`config.mk`:
```
export PLATFORM = sky130hd
export DESIGN_NAME = mem_port_arbiter
export DESIGN_NICKNAME = d
export VERILOG_FILES = /design/src/rtl/mem_port_arbiter.sv
export SDC_FILE = /design/constraint.sdc
export NUM_CORES = 1
export LEC_CHECK = 0
export ABC_CLOCK_PERIOD_IN_PS = 2100
export CELL_PAD_IN_SITES_DETAIL_PLACEMENT = 0
export CELL_PAD_IN_SITES_GLOBAL_PLACEMENT = 1
export CORE_AREA = 2 2 128 130
export CTS_CLUSTER_DIAMETER = 50
export CTS_CLUSTER_SIZE = 14
export DETAILED_ROUTE_END_ITERATION = 8
export DIE_AREA = 0 0 130 132
export GPL_ROUTABILITY_DRIVEN = 0
export HOLD_SLACK_MARGIN = 0.05
export PLACE_DENSITY = 0.86
export SYNTH_ARGS = -nofsm -noshare
export SYNTH_HDL_FRONTEND = slang
export SYNTH_SLANG_ARGS = --single-unit
```
`constraint.sdc`:
```
create_clock -name clk -period 2.1 [get_ports clk]
set_input_delay 0.42 -clock clk [delete_from_list [all_inputs] [get_ports clk]]
set_output_delay 0.42 -clock clk [all_outputs]
set_load 0.1 [all_outputs]
```
`src/rtl/mem_port_arbiter.sv`:
```
// Serialises the CPU data access and instruction fetch onto one request/acknowledge memory port.
// The CPU is held stalled until both accesses of a pipeline advance have completed or timed out.
//
// state  | meaning
// -------+-------------------------------------------------------------
// S_DATA | issue the data access if drw|dre, otherwise pass straight on
// S_INST | fetch the instruction at iaddr
// S_DONE | release stall for one cycle so the pipeline advances
module mem_port_arbiter #(
    parameter int TO_W    = 8,
    parameter int TIMEOUT = 255
) (
    input  logic        clk,
    input  logic        rst,
    input  logic [31:0] iaddr,
    output logic [31:0] iin,
    input  logic [31:0] daddr,
    input  logic [31:0] dout,
    input  logic        drw,
    input  logic        dre,
    output logic [31:0] din,
    output logic        stall,
    output logic [31:0] m_addr,
    output logic [31:0] m_wdata,
    output logic        m_we,
    output logic        m_req,
    input  logic        m_ack,
    input  logic [31:0] m_rdata,
    output logic        err
);

    typedef enum logic [1:0] {
        S_DATA = 2'd0,
        S_INST = 2'd1,
        S_DONE = 2'd2
    } state_t;

    localparam logic [TO_W-1:0] TO_LAST = TO_W'(TIMEOUT - 1);

    state_t          state;
    logic [TO_W-1:0] cnt;
    logic            data_req;
    logic            timed_out;
    logic            finish;

    assign data_req = drw | dre;

    // The request is decoded from the registered state so an ack can land in the
    // first cycle; rst gates it so the bus is released the instant reset asserts.
    assign m_req   = rst && ((state == S_DATA && data_req) || state == S_INST);
    assign m_we    = rst && state == S_DATA && drw;
    assign m_addr  = (state == S_INST) ? iaddr : daddr;
    assign m_wdata = dout;
    assign stall   = (state != S_DONE);

    // Abort fires on the cycle the counter would reach TIMEOUT; an ack in that cycle wins.
    assign timed_out = m_req && !m_ack && (cnt == TO_LAST);
    assign finish    = (m_req && m_ack) || timed_out;

    always_ff @(posedge clk or negedge rst) begin
        if (!rst) begin
            state <= S_DATA;
            cnt   <= '0;
            iin   <= '0;
            din   <= '0;
            err   <= 1'b0;
        end else begin
            if (timed_out) begin
                err <= 1'b1;
            end
            case (state)
                S_DATA: begin
                    if (!data_req) begin
                        state <= S_INST;
                        cnt   <= '0;
                    end else if (finish) begin
                        if (!drw) begin
                            din <= timed_out ? 32'd0 : m_rdata;
                        end
                        state <= S_INST;
                        cnt   <= '0;
                    end else begin
                        cnt <= cnt + TO_W'(1);
                    end
                end
                S_INST: begin
                    if (finish) begin
                        iin   <= timed_out ? 32'd0 : m_rdata;
                        state <= S_DONE;
                        cnt   <= '0;
                    end else begin
                        cnt <= cnt + TO_W'(1);
                    end
                end
                default: begin
                    state <= S_DATA;
                    cnt   <= '0;
                end
            endcase
        end
    end

endmodule

```
==> After elaboration in Yosys (flattened, before gate mapping) <==
Cells that the tools add are included.
{ "word_totals": {"ff_bits": 75, "latch_bits": 0, "mem_bits_rw": 0, "rom_bits": 0, "input_bits": 133, "output_inout_bits": 132, "word_cells": 36, "memories": 0} }
{ "op_classes": {"addsub": 1, "mul": 0, "div_mod_pow": 0, "magnitude_cmp": 0, "eq_ne": 5, "shifts": 0, "mux": 9, "bitwise_logic": 2, "n_reduce_logical": 14} }
{ "ops": {"columns": ["op", "n"], "rows": [
  ["$mux 32", 2],
  ["$mux 8", 2],
  ["$pmux 8 s2", 1],
  ["$add 8x1->8 const B", 1],
  ["$eq 8x8->1 const B", 1],
  ["$logic_and 1x1->1", 7],
  ["$mux 2", 3],
  ["$ne 2x2->1 const B", 2],
  ["$pmux 2 s2", 1],
  ["$reduce_and 2->1", 2],
  ["$reduce_and 4->1", 1],
  ["$ne 3x3->1 const B", 1],
  ["$eq 2x1->1 const B", 1],
  ["$logic_not 2->1", 1],
  ["$logic_or 1x1->1", 2],
  ["$logic_not 1->1", 1],
  ["$not 1->1", 1],
  ["$or 1x1->1", 1]
]} }

==> Logic depth before layout (Yosys ltp) <==
{ "logic_depth": {"ltp_word": 10, "depth_mapped": 9, "mapped_depth_nobuf": 6} }

==> Least setup slack after synthesis <==
No wires, ideal clock.
{ "synth_timing": {"path_type": "in2reg", "start": "input port rst", "end": "register iin[31]", "setup_ns": 0.079, "arrival_ns": 3.488, "required_ns": 2.021, "path_slack_ns": -1.467, "cell_stages": 6, "path_buffers": 2, "cell_sequence": "inv_1 > nor3_1 > nor3b_2 > buf_6 > buf_12 > mux2i_1"} }
{ "synth_between": {"elab_chain_len": 5, "elab_cells_between_ends": 7, "cone_classes": "mux: 1; reduce/logical: 6"} }
{ "synth_lines": {"columns": ["item", "line_no", "rtl"], "rows": [
  ["from (decl)", "14", "input logic rst,"],
  ["$logic_and 1x1->1 *", "50", "assign m_req = rst && ((state == S_DATA && data_req) || state == S_INST);"],
  ["net m_req", "26", "output logic m_req,"],
  ["$logic_and 1x1->1 (2 in series)", "57", "assign timed_out = m_req && !m_ack && (cnt == TO_LAST);"],
  ["$logic_or 1x1->1", "58", "assign finish = (m_req && m_ack) || timed_out;"],
  ["$reduce_and 2->1 (no source line)", null, null],
  ["to (signal assigned)", "88", "iin <= timed_out ? 32'd0 : m_rdata;"],
  ["to (decl)", "16", "output logic [31:0] iin,"]
]} }
Mark *: on every way through the listed nets, which the timed path passes. The rest lies on a longest branch.
A chain may end at the register's enable or synchronous reset.

==> Worst setup path after layout <==
{ "layout_timing": {"start": "register state[0]", "end": "output port m_addr[9]"} }
{ "layout_between": {"elab_chain_len": 2} }
{ "layout_lines": {"columns": ["item", "line_no", "rtl"], "rows": [
  ["from (decl)", "40", "state_t state;"],
  ["from (signal assigned)", "62", "state <= S_DATA;"],
  ["from (signal assigned)", "74", "state <= S_INST;"],
  ["from (signal assigned)", "80", "state <= S_INST;"],
  ["$eq 2x1->1", "52", "assign m_addr = (state == S_INST) ? iaddr : daddr;"],
  ["$mux 32", "52", null],
  ["to (decl)", "23", "output logic [31:0] m_addr,"]
]} }
No other way between the ends.

==> metrics.txt <==
DIE AREA 17200 sq um; DRT iter0 DRCs 173; final antenna-violating net count 0; placed cell area 6190 sq um; synth unique cells 30; Initial Util 24.8%; die width 130 um; post-synthesis compound-gate area fraction 11.3%; grt ovf 0; GRT Total Usage 15.2%; setup violators final 0; global-route wire length before repair 20100 um; critical path arrival 1620 ps; Num CTS Buffers 9; Slew headroom 34.5%; most common cell after layout, fill and taps aside clkdlybuf4s50_1; period utilisation layout 97.1%; fill cell count 1504; worst hold stages 2; Crit path buffers/inverters 2; Worst-path clk slew 60 ps; mux cell area share after synthesis 17.5%; startpoint types flop; via count 3337; Yosys Warn Count 0; DRC 0; XOR/XNOR Fraction of Synth Area 1.35%; CP delay by family, top flip-flops; Worst setup EP type output port; # IOs 265; CTS Root Cell clkbuf_16; P&R area growth vs syn 69.5%; slowest CP cell dfrtp_1; CP required 1680 ps; Synth top area share 48.2%; critical path class flop to output port; final hold vios 0; Vias/cell 4.35; Pre-antenna DRT Iters 4; synthesized flop and latch total 75; R2R Path Start cnt[0]$_DFF_PN0_; r2r worst-path depth 7; RSZ-0062 raised after global routing yes; ratio of cells with drive above 1 in the final layout 32.2%; Post-Layout Inst Area 6590 sq um; pin count of the biggest net entering global routing 75; hold path start rst; Area contributors post-synth dfrtp_1 48%, mux2_2 9.3%, mux2i_1 8.2%; r2r setup slk 210 ps; Hold EP state[0]$_DFFE_PN0P_; mean routed wirelength per cell 16.8 um; Syn Inst Count 369; adder-cell share of the synthesized area 0.643%; Net Count, Synth 504; Max-Cap Viols 0; Min-Delay Path Class primary input to flop; actual slew at the worst max-slew pin 983 ps; cell area after synthesis 3890 sq um; outcome complete, no violations; Max Buffers Root-to-Sink 2; Synth area leader dfrtp_1; clk sink count 75; Antenna Cells 0; Die Height 132 um; maximum clock rate 0.490 GHz; largest family of logic cells by synthesized area multiplexers; pins over their slew limit 0; RR Endpoint din[10]$_DFFE_PN0P_; Cell Rows 46; detailed placement HPWL 9680 um; register area share after synthesis 48.2%; total wire length 12900 um; CTS tree yes; crit-path max cell delay 410 ps; initial antenna violation count 0; vias in the first global route 3551; worst-skew pair later-pin latency 340 ps; CTS H-tree depth 3; nets@finish 682; minimum clock period 2040 ps; Fin Clk Skew 10.5 ps; worst-path fanout max 16; Mean Syn Cell Area 10.5 sq um; crit path cell chain nand2b_4, buf_16, mux2_2, buf_12; I/O Buffers 200; most frequent cells in the layout 99 x clkdlybuf4s50_1, 81 x buf_4, 75 x dfrtp_1, 40 x buf_12, 35 x nand2_1; CORE AREA 15700 sq um; Post-Synth Simple-Gate Area 7.40%
[sequential cells by signal, indices dropped and copies added, names as in the netlist]
name and count:
iin 32, cnt 8, err 1, din 32
state 2
[worst max-delay path by stage]
stage,cells after the start,startpoint,end
floorplan,5,state[1]$_DFFE_PN0P_,iin[31]$_DFFE_PN0P_
CTS,4,state[0]$_DFFE_PN0P_,m_addr[21]
global route,4,state[0]$_DFFE_PN0P_,m_addr[11]
finish,4,state[0]$_DFFE_PN0P_,m_addr[9]
detailed placement,6,m_ack,din[10]$_DFFE_PN0P_
global placement,6,m_ack,iin[30]$_DFFE_PN0P_
[routing by layer]
| layer | track usage [%] | part of all wire [%] | vias to the layer above |
|---|---|---|---|
| li1 | - | - | 1573 |
| met5 | 0 | 0 | - |
| met2 | 24.5 | 49 | 107 |
| met3 | 4.55 | 5.1 | 20 |
| met1 | 19.9 | 45 | 1637 |
| met4 | 3.94 | 0.97 | 0 |
[Yosys cell counts]
| cell type | n |
|---|---|
| nand2_1 | 35 |
| ha_1 | 2 |
| a211oi_1 | 1 |
| nor3_1 | 3 |
| mux2i_1 | 32 |
| nor3b_2 | 1 |
| buf_4 | 32 |
| mux2_2 | 32 |
| nor2b_1 | 1 |
| nand2b_1 | 3 |
| buf_2 | 6 |
| buf_12 | 3 |
| and4_4 | 1 |
| o21ai_1 | 1 |
| o31ai_1 | 32 |
| dfrtp_1 | 75 |
| clkbuf_1 | 13 |
| and4b_1 | 1 |
| xnor2_1 | 3 |
| and3b_1 | 1 |
| o21ai_0 | 32 |
| nand4b_1 | 1 |
| a21oi_2 | 1 |
| buf_6 | 2 |
| nor2_1 | 12 |
| xor2_1 | 3 |
| a311oi_1 | 1 |
| inv_1 | 34 |
| a21o_1 | 1 |
| nand3_1 | 4 |
[cells by family after synthesis]
kind of cell | count (synthesis)
and+or+nand+nor | 63
adders and majority gates | 2
DFF | 75
muxes | 64
xor gates and xnor gates | 6
AOI/OAI and AO/OA | 69
buffers and inverters | 90
[layout make-up]
class	instances	area (sq um)	area share, %
Clock buffer	12	256	3.89
Multi-Input combinational cell	204	1570	23.9
Sequential cell	75	1880	28.5
Clock inverter	4	25.0	0.380
Tap cell	216	270	4.10
Inverter	34	128	1.94
Timing Repair Buffer	223	2460	37.4
[metrics by stage]
step / worst slack (ps) / hold slack [ps] / util [%] / TNS (ps) / std cells
floorplan: -20.8 / 124 / - / -574 / 369
global placement: -5.82 / 224 / 39.4 / -33.9 / 748
detailed placement: -58.6 / 229 / 39.4 / -1030 / 748
CTS: 15.2 / 313 / 41.5 / 0 / 767
global route: -22.0 / 318 / 42.0 / -205 / 768
finish: 60.6 / 329 / 42.0 / 0 / 768
[repair_timing]
item	4_1_cts	5_1_grt
buffers inserted	1	0
endpoints found under the hold margin	1	0
endpoints found under the setup margin	32	8
gates cloned	1	1
hold buffers	1	0
resized for setup	3	12
Power is not shown: default switching activity piles up to over one toggle a cycle in this logic, so the estimate is an artifact.
